`config.mk`:
```
export PLATFORM = sky130hd
export DESIGN_NAME = diretorio_controlador
export DESIGN_NICKNAME = d
export VERILOG_FILES = /design/src/rtl/diretorio_pkg.sv /design/src/rtl/diretorio_controlador_arbitro.sv /design/src/rtl/diretorio_controlador.sv
export SDC_FILE = /design/constraint.sdc
export NUM_CORES = 1
export LEC_CHECK = 0
export BUFFER_PORTS_ARGS = -buffer_cell sky130_fd_sc_hd__buf_4
export CORE_MARGIN = 4
export CORE_UTILIZATION = 35
export CTS_CLUSTER_DIAMETER = 80
export CTS_CLUSTER_SIZE = 28
export DETAILED_ROUTE_END_ITERATION = 7
export HOLD_SLACK_MARGIN = 0.05
export SLEW_MARGIN = 20
export SYNTH_ARGS = -nofsm -noshare
export SYNTH_HDL_FRONTEND = slang
export SYNTH_SLANG_ARGS = --single-unit
export TNS_END_PERCENT = 5
```
`constraint.sdc`:
```
create_clock -name Clock -period 3.9 [get_ports Clock]
set_clock_uncertainty 0.2 [all_clocks]
set_input_delay 0.195 -clock Clock [delete_from_list [all_inputs] [get_ports Clock]]
set_output_delay 0.195 -clock Clock [all_outputs]
set_load 0.01 [all_outputs]
```
`src/rtl/diretorio_pkg.sv`:
```
// Shared encodings for the MSI home-directory controller: cache/op codes,
// FSM states, the directory entry layout and a one-hot helper.
package diretorio_pkg;

    localparam int DIR_NCACHES = 2;
    localparam int DIR_ADDR_W  = 2;

    localparam logic [2:0] EST_I = 3'd0;
    localparam logic [2:0] EST_S = 3'd1;
    localparam logic [2:0] EST_M = 3'd2;

    localparam logic OP_READ  = 1'b0;
    localparam logic OP_WRITE = 1'b1;

    typedef enum logic [1:0] {
        ST_IDLE,
        ST_LOOKUP,
        ST_INV,
        ST_RESP
    } dir_fsm_t;

    typedef struct packed {
        logic [2:0]             state;
        logic [DIR_NCACHES-1:0] sharers;
    } dir_entry_t;

    // Isolates the lowest set bit, which gives ascending-index message order.
    function automatic logic [DIR_NCACHES-1:0] lowest_set(input logic [DIR_NCACHES-1:0] v);
        return v & (~v + 1'b1);
    endfunction

endpackage

```
`src/rtl/diretorio_controlador_arbitro.sv`:
```
// Round-robin arbiter: combinational one-hot grant searched from the pointer;
// the pointer moves past the winner when advance_i is strobed.
module arbitro_rr #(
    parameter int N = 2
) (
    input  logic         clk_i,
    input  logic         rst_n_i,
    input  logic [N-1:0] req_i,
    input  logic         advance_i,
    output logic [N-1:0] grant_o
);

    localparam int IW = (N > 1) ? $clog2(N) : 1;

    logic [IW-1:0] ptr_q;
    logic [IW-1:0] ptr_d;
    logic [IW-1:0] win_idx;
    logic          found;

    // NOTE: every always_comb output gets a default first so no latch is inferred.
    always_comb begin
        grant_o = '0;
        win_idx = '0;
        found   = 1'b0;
        for (int k = 0; k < N; k++) begin
            logic [IW-1:0] c;
            c = IW'((int'(ptr_q) + k) % N);
            if (!found && req_i[c]) begin
                found      = 1'b1;
                grant_o[c] = 1'b1;
                win_idx    = c;
            end
        end
        ptr_d = (int'(win_idx) == N - 1) ? '0 : win_idx + 1'b1;
    end

    // NOTE: sequential state uses non-blocking assignments only.
    always_ff @(posedge clk_i or negedge rst_n_i) begin
        if (!rst_n_i) begin
            ptr_q <= '0;
        end else if (advance_i && found) begin
            ptr_q <= ptr_d;
        end
    end

endmodule

```
`src/rtl/diretorio_controlador.sv`:
```
// MSI home node: arbitrates cache misses, sequences invalidate/fetch messages
// one at a time and keeps one directory entry per block.
module diretorio_controlador
    import diretorio_pkg::*;
#(
    parameter int NCACHES = DIR_NCACHES,
    parameter int ADDR_W  = DIR_ADDR_W
) (
    input  logic                      Clock,
    input  logic                      Resetn,
    input  logic [NCACHES-1:0]        ReqValid,
    input  logic [NCACHES-1:0]        ReqWrite,
    input  logic [NCACHES*ADDR_W-1:0] ReqAddr,
    output logic [NCACHES-1:0]        ReqReady,
    output logic                      InvValid,
    output logic [NCACHES-1:0]        InvTarget,
    output logic [ADDR_W-1:0]         InvAddr,
    output logic                      InvFetch,
    input  logic                      InvAck,
    output logic                      RespValid,
    output logic [NCACHES-1:0]        RespTarget,
    output logic [2:0]                RespState,
    output logic                      RespWriteBack,
    output logic [2:0]                DirState
);

    localparam int NENT = 1 << ADDR_W;

    dir_fsm_t           state_q;
    dir_entry_t         dir_q [NENT];
    dir_entry_t         new_q;
    logic               run_q;
    logic               op_q;
    logic [ADDR_W-1:0]  addr_q;
    logic [NCACHES-1:0] req_oh_q;
    logic [NCACHES-1:0] pend_q;
    logic [2:0]         grant_q;
    logic               wb_q;

    logic               inv_valid_q, inv_fetch_q;
    logic [NCACHES-1:0] inv_target_q;
    logic               resp_valid_q, resp_wb_q;
    logic [NCACHES-1:0] resp_target_q;
    logic [2:0]         resp_state_q, dir_state_q;

    logic               accept_en;
    logic [NCACHES-1:0] grant;
    logic [ADDR_W-1:0]  win_addr;
    logic               win_op;
    dir_entry_t         look_e, look_new;
    logic [NCACHES-1:0] look_tgt, inv_rem;
    logic               look_fetch;
    logic [2:0]         look_grant;

    // run_q keeps ReqReady low while reset is held and for the first cycle after.
    assign accept_en = (state_q == ST_IDLE) && run_q;

    arbitro_rr #(.N(NCACHES)) u_arb (
        .clk_i     (Clock),
        .rst_n_i   (Resetn),
        .req_i     (ReqValid),
        .advance_i (accept_en),
        .grant_o   (grant)
    );

    always_comb begin
        win_addr = '0;
        win_op   = OP_READ;
        for (int k = 0; k < NCACHES; k++) begin
            if (grant[k]) begin
                win_addr = ReqAddr[k*ADDR_W +: ADDR_W];
                win_op   = ReqWrite[k];
            end
        end
    end

    always_comb begin
        look_e     = dir_q[addr_q];
        look_new   = look_e;
        look_tgt   = '0;
        look_fetch = 1'b0;
        look_grant = (op_q == OP_WRITE) ? EST_M : EST_S;
        case (look_e.state)
            EST_S: begin
                if (op_q == OP_READ) begin
                    look_new.sharers = look_e.sharers | req_oh_q;
                end else begin
                    look_tgt = look_e.sharers & ~req_oh_q;
                    look_new = dir_entry_t'{state: EST_M, sharers: req_oh_q};
                end
            end
            EST_M: begin
                if (look_e.sharers == req_oh_q) begin
                    look_grant = EST_M;
                end else begin
                    look_tgt   = look_e.sharers;
                    look_fetch = 1'b1;
                    look_new   = (op_q == OP_READ)
                        ? dir_entry_t'{state: EST_S, sharers: look_e.sharers | req_oh_q}
                        : dir_entry_t'{state: EST_M, sharers: req_oh_q};
                end
            end
            default: look_new = dir_entry_t'{state: look_grant, sharers: req_oh_q};
        endcase
    end

    assign inv_rem = pend_q & ~inv_target_q;

    always_ff @(posedge Clock or negedge Resetn) begin
        if (!Resetn) begin
            state_q       <= ST_IDLE;
            // NOTE: the directory array is reset because "all entries I" is architectural state.
            for (int i = 0; i < NENT; i++) dir_q[i] <= '0;
            new_q         <= '0;
            run_q         <= 1'b0;
            op_q          <= OP_READ;
            addr_q        <= '0;
            req_oh_q      <= '0;
            pend_q        <= '0;
            grant_q       <= EST_I;
            wb_q          <= 1'b0;
            inv_valid_q   <= 1'b0;
            inv_fetch_q   <= 1'b0;
            inv_target_q  <= '0;
            resp_valid_q  <= 1'b0;
            resp_wb_q     <= 1'b0;
            resp_target_q <= '0;
            resp_state_q  <= EST_I;
            dir_state_q   <= EST_I;
        end else begin
            run_q         <= 1'b1;
            resp_valid_q  <= 1'b0;
            resp_wb_q     <= 1'b0;
            resp_target_q <= '0;
            resp_state_q  <= EST_I;
            case (state_q)
                ST_IDLE: begin
                    if (accept_en && |ReqValid) begin
                        req_oh_q    <= grant;
                        op_q        <= win_op;
                        addr_q      <= win_addr;
                        dir_state_q <= dir_q[win_addr].state;
                        state_q     <= ST_LOOKUP;
                    end
                end
                ST_LOOKUP: begin
                    new_q       <= look_new;
                    grant_q     <= look_grant;
                    wb_q        <= look_fetch;
                    dir_state_q <= look_new.state;
                    if (|look_tgt) begin
                        pend_q       <= look_tgt;
                        inv_valid_q  <= 1'b1;
                        inv_target_q <= lowest_set(look_tgt);
                        inv_fetch_q  <= look_fetch;
                        state_q      <= ST_INV;
                    end else begin
                        resp_valid_q  <= 1'b1;
                        resp_target_q <= req_oh_q;
                        resp_state_q  <= look_grant;
                        resp_wb_q     <= look_fetch;
                        state_q       <= ST_RESP;
                    end
                end
                ST_INV: begin
                    if (InvAck) begin
                        pend_q <= inv_rem;
                        if (|inv_rem) begin
                            inv_target_q <= lowest_set(inv_rem);
                        end else begin
                            inv_valid_q   <= 1'b0;
                            inv_target_q  <= '0;
                            inv_fetch_q   <= 1'b0;
                            resp_valid_q  <= 1'b1;
                            resp_target_q <= req_oh_q;
                            resp_state_q  <= grant_q;
                            resp_wb_q     <= wb_q;
                            state_q       <= ST_RESP;
                        end
                    end
                end
                default: begin
                    dir_q[addr_q] <= new_q;
                    dir_state_q   <= EST_I;
                    state_q       <= ST_IDLE;
                end
            endcase
        end
    end

    assign ReqReady      = accept_en ? grant : '0;
    assign InvValid      = inv_valid_q;
    assign InvTarget     = inv_target_q;
    assign InvAddr       = inv_valid_q ? addr_q : '0;
    assign InvFetch      = inv_fetch_q;
    assign RespValid     = resp_valid_q;
    assign RespTarget    = resp_target_q;
    assign RespState     = resp_state_q;
    assign RespWriteBack = resp_wb_q;
    assign DirState      = dir_state_q;

endmodule

```
# After elaboration in Yosys (flattened, before gate mapping)
# Index checks and enable logic that the tools add are counted.
[totals] output_inout_bits=18 regBits=54
[op_classes] bitwise=13 n_reduce_logical=19 n_lt_le_gt_ge=7 addsub=4 eq_ne=9 n_mux=79
[op_table] operator="2-to-1 mux 2 bit" n=23
[op_table] operator="2-to-1 mux 5 bit" n=6
[op_table] operator="2-to-1 mux 1 bit" n=26
[op_table] operator="binary-select mux 5 bit (select 2 bit)" n=2
[op_table] operator="bitwise mux 20 bit" n=1
[op_table] operator="case mux 2 bit (2 select lines)" n=4
[op_table] operator="2-to-1 mux 3 bit" n=5
[op_table] operator="demux 5 bit (select 2 bit)" n=1
[op_table] operator="case mux 5 bit (2 select lines)" n=1
[op_table] operator="case mux 3 bit (3 select lines)" n=1
[op_table] operator="bitwise AND 2 bit" n=4
[op_table] operator="inverter 2 bit" n=4
[op_table] operator="case mux 1 bit (2 select lines)" n=4
[op_table] operator="logical AND 1 bit" n=7
[op_table] operator="greater-or-equal comparator 3 bit (second input constant)" n=2
[op_table] operator="!= test 2 bit (second input constant)" n=3
[op_table] operator="inverter 2 -> 3 bit" n=2
[op_table] operator="case mux 2 bit (3 select lines)" n=1
[op_table] operator="case mux 3 bit (2 select lines)" n=1
[op_table] operator="AND reduction 3 bit" n=2
[op_table] operator="OR reduction 2 bit" n=3
[op_table] operator="adder 2 x 1 -> 2 bit (second input constant)" n=2
[op_table] operator="less-than comparator 1 x 2 -> 1 bit (second input constant)" n=2
[op_table] operator="2-to-1 mux 4 bit" n=1
[op_table] operator="other kinds (18)" n=23

# Depth between registers and ports, before layout
# Gate-level depths: netlist (run 1).
[depth] word_depth=15 ltp_mapped=10 mapped_depth_nobuf=9

# Cells and area by module
# From an unflattened synthesis (run 1), not the netlist that was laid out.
[unflattened] hier_cells=225 hier_area_um2=2621.3
[modules_own_cells] module="diretorio_controlador" n_inst=1 area_each_um2=2566.2 cells_per_inst=219 seq_area_each_um2=1251.2
[modules_own_cells] module="arbitro_rr" n_inst=1 area_each_um2=55.1 cells_per_inst=6 seq_area_each_um2=25.0

# Least setup slack after synthesis (run 1)
# Ideal clock, no wire load.
[synth_path] path_kind="register to register" start="register addr_q[0]" end="register inv_fetch_q, in the netlist InvFetch" path_buffers=1 stages_incl_launch_ff=11 setup_ps=121 setup_slack_ps=1096 arrival_ps=2483 cell_sequence="dfrtp_1 > buf_6 > mux4_2 > inv_1 > ha_1 > nor2_1 > nor4b_4 > a221o_2 > nand2_2 > nor2_1 > a22o_1"
[synth_via] elab_chain_cells=10 elab_cells_between_ends=18 classes_between="eq/ne (4); mux (10); bitwise (2); reduce/logical (2)"
[synth_lines] item="start: declaration" line_no="diretorio_controlador.sv:34" text="logic [ADDR_W-1:0] addr_q;"
[synth_lines] item="start signal: assignment" line_no="diretorio_controlador.sv:141" text="addr_q <= win_addr;"
[synth_lines] item="inverter 2 -> 3 bit (implied by the code) *" line_no="diretorio_controlador.sv:78" text="look_e = dir_q[addr_q];"
[synth_lines] item="binary-select mux 5 bit (select 2 bit) *" line_no="diretorio_controlador.sv:78"
[synth_lines] item="2-to-1 mux 5 bit (implied by the code) * (2 in a row)" line_no="diretorio_controlador.sv:78"
[synth_lines] item="equality test 2 bit or bitwise AND 2 bit (tied branches)" line_no="diretorio_controlador.sv:93, diretorio_controlador.sv:88"
[synth_lines] item="2-to-1 mux 2 bit (on tied branches)" line_no="diretorio_controlador.sv:93, diretorio_controlador.sv:85"
[synth_lines] item="case mux 2 bit (2 select lines)" line_no="diretorio_controlador.sv:83" text="case (look_e.state)"
[synth_lines] item="OR reduction 2 bit" line_no="diretorio_controlador.sv:151" text="if (|look_tgt) begin"
[synth_lines] item="!= test 2 bit (no source line)"
[synth_lines] item="AND reduction 4 bit (no source line)"
[synth_lines] item="end signal: assignment" line_no="diretorio_controlador.sv:155" text="inv_fetch_q <= look_fetch;"
[synth_lines] item="end: declaration" line_no="diretorio_controlador.sv:40" text="logic inv_valid_q, inv_fetch_q;"
# Mark *: on every way between the ends. The rest lies on a longest branch, timed or not. The select of a mux whose other input is x is not followed.
# A chain may end at the register's enable or synchronous reset.

# Worst setup path after layout (run 1)
# Same ends and word-level chain as after synthesis.

==> results.py, run 1 <==
metrics = {
    "setup_path": {
        "crit_start": "addr_q[0]$_DFFE_PN0P_",
        "setup.worst_path.start_class": "flop",
        "path_buf_inv": 1,
        "cpLargestDelayFamily": "compound AO/OA/AOI/OAI gates",
        "crit_chain": "mux4_2, inv_1, ha_1, nor2_1, nor4b_4, a221o_2, nand2_2, nor2_1, a22o_1",
        "cpPeakStageDelay_ps": 620,
        "cpMostUsedCell": "nor2_1",
        "crit_arrival_ps": 3090,
        "reg2reg_depth": 9,
        "path_class": "reg2reg",
        "slowest_stage": "mux4_2",
        "cp.required_ps": 3890,
        "end_kind": "flop",
        "cp_num_cells": 9,
        "r2r-start": "addr_q[0]$_DFFE_PN0P_",
        "cp_max_fo": 11,
    },
    "sta": {
        "drv_slew": 0,
        "setup_tns_ps": 0,
        "final_hold_viol_count": 0,
        "slew_headroom_pct": 39.26,
        "setup_ws_ps": 802.7,
        "finalCriticalPeriod_ps": 3097,
        "worst_pin_slew_ps": 909.2,
        "setup_viol": 0,
        "grt_setup_unrepaired": "no",
        "fin_crit_sh_pct": 79.42,
        "fmax_mhz": 322.9,
    },
    "floorplan": {
        "die_x_um": 94.02,
        "ios": 29,
        "fp.dieH_um": 94.02,
        "initial_utilization_pct": 35.90,
        "die-area_sq_mm": 0.008840,
        "num_rows": 31,
        "coreArea_sq_mm": 0.007214,
    },
    "finish": {
        "drive_gt1_share_pct": 26.74,
        "antenna-diode-count": 0,
        "fill_cells": 736,
        "nets": 276,
        "syn_to_final_growth_pct": 15.36,
        "post-route-cell-area_sq_mm": 0.002988,
        "final_common_cell": "dfrtp_1",
        "multi_input_area_sq_mm": 0.001190,
        "seqCellArea_sq_mm": 0.001276,
        "most-common-layout-cells": "dfrtp_1, buf_4, nand2_1, mux2_2, inv_1",
        "fin_util_pct": 41.42,
    },
    "clock_tree": {
        "ctsHtreeMaxLevel": 2,
        "cts_tree": "built",
        "clk_latency_ps": 290,
        "post_cts_resized": 0,
        "post_cts_buffers": 0,
        "cts_buffer_depth": 2,
        "cts.sinks": 51,
        "numCtsBuffers": 5,
        "hold_buffers": 4,
        "root_buffer": "clkbuf_8",
        "path_clk_slew_ps": 90,
    },
    "hold_path": {
        "holdPathStages": 4,
        "holdCritStartpoint": "InvAck",
        "hold_path.class": "in2reg",
    },
    "synthesis": {
        "synth_largest_area_cell": "dfrtp_1",
        "synth_top_cell_area_share_pct": 49.28,
        "ys_types": 43,
        "synth_area_leaders": "dfrtp_1, mux2_2, mux4_2",
        "synth_area_per_cell_sq_um": 11.36,
        "yosys_warnings": 0,
        "synth_nets": 247,
        "synth-async-reset-ratio_pct": 100.0,
        "ys_seq_area_share_pct": 49.28,
        "synthesis.area_sq_mm": 0.002590,
        "synthFlopType": "dfrtp_1",
        "ys_ff_latch": 51,
        "synth-edff-count": 0,
        "syn_inst": 228,
    },
    "placement": {
        "dp_slack_ps": 801.6,
        "dp_hpwl_um": 3969,
        "routabilityCongestion": 0.7639,
        "portBuffers": 27,
        "dpl_cell_area_sq_mm": 0.002864,
    },
    "detailed_routing": {
        "drtPass1Iterations": 6,
        "avgRoutedWirePerCell_um": 14.46,
        "drc": 0,
        "wl_um": 5161,
        "via_per_inst": 4.992,
        "ant_nets": 0,
        "vias": 1782,
        "dr.first_iter.drc_count": 73,
    },
    "global_route": {
        "grt_max_degree": 52,
        "first_global_vias": 1787,
        "antenna_found_initial": 0,
        "grtUsageTotal_pct": 12.84,
        "grt_pass1_wl_um": 8949,
        "grt_overflow": 0,
    },
    "pwr": {
        "total_power_mw": 2.479,
        "leakage_nw": 1.387,
        "power_density_mw_per_mm2": 829.7,
        "ir_worst_vdd_v": 0.0003645,
    },
    "status": {
        "outcome": "finished clean",
    },
    "flow_run": {
        "cap_violations": 0,
    },
}
[worst paths after layout]
kind / to / slack [ps]
worst min-delay path: pend_q[1]$_DFFE_PN0P_ / 80
max in group asynchronous: dir_q[18]$_DFFE_PN0P_ / 2830
min in group asynchronous: dir_q[16]$_DFFE_PN0P_ / 260
worst max register to register: InvFetch$_DFFE_PN0P_ / 800
worst min register to register: dir_q[15]$_DFFE_PN0P_ / 310
worst max-delay path: InvFetch$_DFFE_PN0P_ / 800
[metrics by stage]
step                      instances  hold WS, ps
after floorplan                 228       -300.6
after global placement          345        65.85
after detailed placement        345        68.33
after CTS                       357        63.31
after global routing            357        116.6
final                           357        75.49
[registers in the layout (all words and copies together) (netlist names), named ones only]
register,cells
DirState,3
RespValid,1
req_oh_q,2
RespWriteBack,1
run_q,1
RespTarget,2
addr_q,2
RespState,2
pend_q,2
InvTarget,1
new_q,5
InvValid,1
wb_q,1
InvFetch,1
op_q,1
grant_q,2
dir_q,20
state_q,2
[cells by family (layout without fill, tap and decap cells)]
family                     count (synthesis)  count (layout)  synth area share, %
DFF                                       51              51                49.28
AOI/OAI and AO/OA                         55              55                14.35
adders and majority gates                  8               8                3.865
other                                      2               2               0.2900
and+or+nand+nor                           52              52                11.26
muxes                                     32              32                16.18
buffers and inverters                     28              58                4.782
[tightest hold or removal path, stage by stage]
cell and delay [ps]:
buf_4 100, a21oi_1 60, o21ai_1 120, o21ai_1 60
[metal layers]
layer / vias to the layer above / global-route usage [%] / part of all wire, %
met5: - / 0 / 0
met4: 0 / 2.527 / 0.56
met3: 2 / 2.724 / 3.6
met2: 24 / 21.70 / 51
met1: 890 / 17.04 / 45
li1: 866 / - / -
[layout make-up]
type	count	area share, %
Timing Repair Buffer	31	8.124
Clock buffer	5	2.303
Clock inverter	3	0.5025
Sequential cell	51	42.71
Tap cell	99	4.146
Inverter	19	2.387
Multi-Input combinational cell	149	39.82
[report_power, final]
part / switching [mW] / internal (mW)
clock: 0.162 / 0.123
sequential: 0.182 / 0.739
combinational: 0.665 / 0.608
total: 1.01 / 1.47
[cell usage after synthesis, types with 2 or more instances]
master	instances
a21oi_1	4
and2_1	7
mux2i_1	7
inv_1	18
nor4b_4	2
dfrtp_1	51
mux4_2	6
o21a_1	2
a21boi_0	2
nor2b_1	4
a21o_1	3
a32oi_1	4
ha_1	8
o22ai_1	8
nand3b_1	2
o21ai_0	14
o21ai_1	3
nor2_1	8
clkbuf_1	5
a31oi_1	4
nand3_1	4
mux2_2	19
buf_4	3
a22o_1	2
nand2_1	19
conb_1	2
Note: power is estimated with default switching activity, not from simulation.
==> inputs of run 2 (changes only) <==
Clock period 3.9 ns to 3.09 ns, I/O delays scaled along.
==> run 2 against run 1 <==
Net effect:
- wire length is 4.7% higher
- maximum frequency grew 7.7%
- core utilization increased by 0.82 points
- non-clock buffer count increased by 7
==> results.py, run 2 (same netlist as run 1, synthesis figures left out) <==
metrics = {
    "clock_tree": {
        "cts_buffer_depth": 2,
        "numCtsBuffers": 5,
        "root_buffer": "clkbuf_8",
        "cts.sinks": 51,
        "post_cts_resized": 0,
        "path_clk_slew_ps": 90,
        "clk_latency_ps": 300,
        "cts_tree": "built",
        "ctsHtreeMaxLevel": 2,
    },
    "detailed_routing": {
        "via_per_inst": 5.011,
        "vias": 1819,
        "wl_um": 5404,
        "ant_nets": 0,
        "avgRoutedWirePerCell_um": 14.89,
        "drc": 0,
        "drtPass1Iterations": 4,
        "dr.first_iter.drc_count": 90,
    },
    "setup_path": {
        "crit_chain": "mux4_2, inv_1, ha_1, nor2_1, nor4b_4, a221o_2, nand2_2, nor2_1, a22o_1",
        "reg2reg_slack_ps": 210,
        "cp-endpoint": "InvFetch$_DFFE_PN0P_",
        "slowest_stage": "mux4_2",
        "cpMostUsedCell": "nor2_1",
        "cpPeakStageDelay_ps": 580,
        "cp_max_fo": 7,
        "reg2reg_depth": 9,
        "end_kind": "flop",
        "setup.worst_path.start_class": "flop",
        "crit_arrival_ps": 2870,
        "cpLargestDelayFamily": "compound AO/OA/AOI/OAI gates",
        "path_class": "reg2reg",
        "r2r-start": "addr_q[0]$_DFFE_PN0P_",
        "r2r_end": "InvFetch$_DFFE_PN0P_",
        "crit_start": "addr_q[0]$_DFFE_PN0P_",
        "cp.required_ps": 3080,
        "cp_num_cells": 9,
        "path_buf_inv": 1,
    },
    "finish": {
        "final_cells": 363,
        "final_common_cell": "dfrtp_1",
        "antenna-diode-count": 0,
        "fin_util_pct": 42.23,
        "drive_gt1_share_pct": 28.03,
        "top_register": "dir_q",
        "largest_register_ffs": 20,
        "most-common-layout-cells": "dfrtp_1, buf_4, nand2_1, mux2_2, inv_1",
        "nets": 283,
        "syn_to_final_growth_pct": 17.63,
        "post-route-cell-area_sq_mm": 0.003047,
    },
    "pwr": {
        "leakage_nw": 1.421,
        "total_power_mw": 3.223,
        "ir_worst_vdd_v": 0.0003550,
        "power_density_mw_per_mm2": 1058,
    },
    "global_route": {
        "grt_pass1_wl_um": 9045,
        "grt_overflow": 0,
        "grt_max_degree": 52,
        "antenna_found_initial": 0,
        "first_global_vias": 1834,
        "grtUsageTotal_pct": 12.95,
    },
    "floorplan": {
        "die_x_um": 94.02,
        "num_rows": 31,
        "fp.dieH_um": 94.02,
        "ios": 29,
        "die-area_sq_mm": 0.008840,
        "initial_utilization_pct": 35.90,
        "coreArea_sq_mm": 0.007214,
    },
    "flow_run": {
        "cap_violations": 0,
    },
    "sta": {
        "setup_tns_ps": 0,
        "final_hold_viol_count": 0,
        "finalCriticalPeriod_ps": 2876,
        "grt_setup_unrepaired": "no",
        "whs_ps": 73.81,
        "worst_pin_slew_ps": 878.1,
        "fin_crit_sh_pct": 93.08,
        "drv_slew": 0,
        "setup_viol": 0,
        "setup_ws_ps": 213.8,
        "slew_headroom_pct": 41.21,
        "fmax_mhz": 347.7,
    },
    "placement": {
        "dp_hpwl_um": 4026,
        "portBuffers": 27,
        "placedCellCount": 351,
        "dpl_cell_area_sq_mm": 0.002909,
        "dp_slack_ps": 208.0,
        "routabilityCongestion": 0.7634,
    },
    "status": {
        "outcome": "finished clean",
    },
    "hold_path": {
        "hold_path.class": "in2reg",
    },
}
run 2: worst min path at each step:
stage                startpoint  slack, ps  cells past startpoint                 endpoint
floorplan                Resetn       -340                      0  DirState[0]$_DFFE_PN0P_
global placement         Resetn         30                      1     dir_q[0]$_DFFE_PN0P_
detailed placement       Resetn         30                      1    dir_q[10]$_DFFE_PN0P_
CTS                 ReqValid[0]         60                      3                     flop
global route        ReqValid[0]        100                      3                     flop
finish              ReqValid[0]         70                      3                     flop
run 2: metal layers:
layer,routed length (um),share of wire [%],track usage [%]
met3,156,2.9,2.404
met5,0,0,0
met4,42,0.78,3.249
met2,2645,49,22.00
met1,2561,47,16.99
run 2: worst register-to-register path, cell delays in order, from the launching register on:
cell and delay, ps:
dfrtp_1 410, mux4_2 580, inv_1 80, ha_1 210
nor2_1 300, nor4b_4 120, a221o_2 450, nand2_2 140
nor2_1 50, a22o_1 240
run 2: cell type report:
class / count / area, sq um
clock buffers: 6 / 82.58
fillers: 726 / 4168
well taps: 99 / 123.9
inverters: 19 / 71.32
flip-flops and latches: 51 / 1276
repair buffers: 38 / 297.8
multi-input cells: 149 / 1190
clock inverters: 1 / 5.005
run 2: power breakdown:
| part | internal (mW) | switching (mW) |
|---|---|---|
| Combinational | 0.805 | 0.912 |
| Sequential | 0.934 | 0.190 |
| Clock | 0.176 | 0.206 |
| Total | 1.91 | 1.31 |
run 2: what timing repair did:
| action | CTS | global route |
|---|---|---|
| buffers inserted | 0 | 0 |
| endpoints found under the hold margin | 54 | 0 |
| hold buffers | 5 | 0 |
==> inputs of run 3 (changes only) <==
Settings changed: ABC_CLOCK_PERIOD_IN_PS from default to 3600.
Clock period 3.09 ns to 3.6 ns, I/O delays scaled along.
==> run 3 against run 2 <==
Net effect:
- combinational power is 17% lower
- wire length is 0.28% higher
- via count is 1.5% lower
- power is 15% lower
- sequential power is 13% lower
- maximum frequency hardly changed
- die area stayed put
- global-route usage is 0.52 points higher
- largest cell class unchanged
==> results.py, run 3 (same netlist as run 1, synthesis figures left out) <==
metrics = {
    "sta": {
        "worst_pin_slew_ps": 1035,
        "grt_setup_unrepaired": "no",
        "drv_slew": 0,
        "fmax_mhz": 347.8,
        "slew_headroom_pct": 30.86,
        "final_hold_viol_count": 0,
        "setup_tns_ps": 0,
        "setup_viol": 0,
        "fin_crit_sh_pct": 79.86,
        "finalCriticalPeriod_ps": 2875,
    },
    "finish": {
        "seqCellArea_sq_mm": 0.001276,
        "multi_input_area_sq_mm": 0.001190,
        "antenna-diode-count": 0,
        "final_common_cell": "dfrtp_1",
        "fill_cells": 733,
        "syn_to_final_growth_pct": 16.09,
        "top_register": "dir_q",
        "drive_gt1_share_pct": 27.03,
        "largest_register_ffs": 20,
        "most-common-layout-cells": "dfrtp_1, buf_4, nand2_1, mux2_2, inv_1",
        "nets": 278,
    },
    "clock_tree": {
        "clk_latency_ps": 300,
        "post_cts_resized": 0,
        "numCtsBuffers": 5,
        "post_cts_buffers": 0,
        "cts_tree": "built",
        "hold_buffers": 4,
        "cts.sinks": 51,
        "cts_buffer_depth": 2,
        "ctsHtreeMaxLevel": 2,
        "root_buffer": "clkbuf_8",
        "path_clk_slew_ps": 80,
    },
    "global_route": {
        "grt_pass1_wl_um": 9170,
        "grt_max_degree": 52,
        "gr-usage-met1_pct": 17.08,
        "grt_overflow": 0,
        "grtUsageTotal_pct": 13.47,
        "grtUsageMet3_pct": 2.644,
        "first_global_vias": 1885,
        "top_usage_layer": "met2",
        "antenna_found_initial": 0,
        "grtUsageMet2_pct": 23.00,
    },
    "detailed_routing": {
        "wl_um": 5419,
        "via_per_inst": 5.003,
        "avgRoutedWirePerCell_um": 15.14,
        "vias": 1791,
        "ant_nets": 0,
        "dr.first_iter.drc_count": 83,
        "drc": 0,
        "drtPass1Iterations": 4,
    },
    "floorplan": {
        "die-area_sq_mm": 0.008840,
        "num_rows": 31,
        "ios": 29,
        "initial_utilization_pct": 35.90,
        "die_x_um": 94.02,
        "coreArea_sq_mm": 0.007214,
        "fp.dieH_um": 94.02,
    },
    "flow_run": {
        "cap_violations": 0,
    },
    "setup_path": {
        "cpMostUsedCell": "nor2_1",
        "path_class": "reg2reg",
        "r2r_end": "InvFetch$_DFFE_PN0P_",
        "reg2reg_depth": 9,
        "r2r-start": "addr_q[0]$_DFFE_PN0P_",
        "crit_chain": "mux4_2, inv_1, ha_1, nor2_1, nor4b_4, a221o_2, nand2_2, nor2_1, a22o_1",
        "cp.required_ps": 3590,
        "cp-endpoint": "InvFetch$_DFFE_PN0P_",
        "reg2reg_slack_ps": 730,
        "crit_arrival_ps": 2870,
        "setup.worst_path.start_class": "flop",
        "slowest_stage": "mux4_2",
        "end_kind": "flop",
        "cp_max_fo": 7,
        "cpPeakStageDelay_ps": 580,
        "crit_start": "addr_q[0]$_DFFE_PN0P_",
    },
    "placement": {
        "dp_hpwl_um": 4062,
        "routabilityCongestion": 0.7930,
        "portBuffers": 27,
    },
    "status": {
        "outcome": "finished clean",
    },
    "pwr": {
        "total_power_mw": 2.742,
        "ir_worst_vdd_v": 0.0002648,
        "power_density_mw_per_mm2": 912.1,
        "leakage_nw": 1.396,
    },
    "hold_path": {
        "hold_path.class": "in2reg",
    },
}
-- run 3: cell types whose count changed in the layout (fill, tap and decap cells not counted), sizes merged --
cell	change
dlygate4sd3	-1
buf	-4
-- run 3: metal layers --
layer / vias up / part of all wire [%]
li1: 866 / -
met1: 899 / 46
met2: 20 / 50
met3: 6 / 2.1
met4: 0 / 1.4
met5: - / 0
-- run 3: critical path: cells and delay by family, from the launching register on --
family	cells	cell delay (ps)
flops	1	420
fa+ha+maj	1	210
buf+inv	1	80
simple gates	4	600
compound gates	2	680
mux	1	580
-- run 3: how the worst min path moves through the flow --
stage	startpoint	to	cells past startpoint
after floorplan	Resetn	DirState[0]$_DFFE_PN0P_	0
after global placement	Resetn	dir_q[10]$_DFFE_PN0P_	1
after detailed placement	Resetn	dir_q[11]$_DFFE_PN0P_	1
after CTS	InvAck	pend_q[1]$_DFFE_PN0P_	4
after global routing	InvAck	pend_q[1]$_DFFE_PN0P_	4
final	InvAck	pend_q[1]$_DFFE_PN0P_	4
-- run 3: area by class of cell --
class | instances | area share (%)
Inverter | 19 | 2.372
Clock inverter | 1 | 0.1665
Timing Repair Buffer | 33 | 8.573
Clock buffer | 6 | 2.747
Multi-Input combinational cell | 149 | 39.58
Tap cell | 99 | 4.120
Sequential cell | 51 | 42.45
-- run 3: stage by stage --
stage | hold slack, ps | instances | setup WS [ps] | utilization, % | cell area, sq um
floorplan | -315.6 | 228 | 796.1 | - | 2590
global placement | 49.35 | 347 | 768.8 | 39.91 | 2879
detailed placement | 55.94 | 347 | 730.2 | 39.91 | 2879
CTS | 57.23 | 358 | 717.3 | 41.68 | 3007
global route | 88.03 | 358 | 535.1 | 41.68 | 3007
finish | 73.95 | 358 | 725.1 | 41.68 | 3007
-- run 3: where the power goes --
group	leakage (nW)	total [mW]	internal (mW)	switching, mW
clock network	0.0470	0.334	0.151	0.183
registers	0.643	0.975	0.801	0.173
logic	0.707	1.43	0.670	0.763
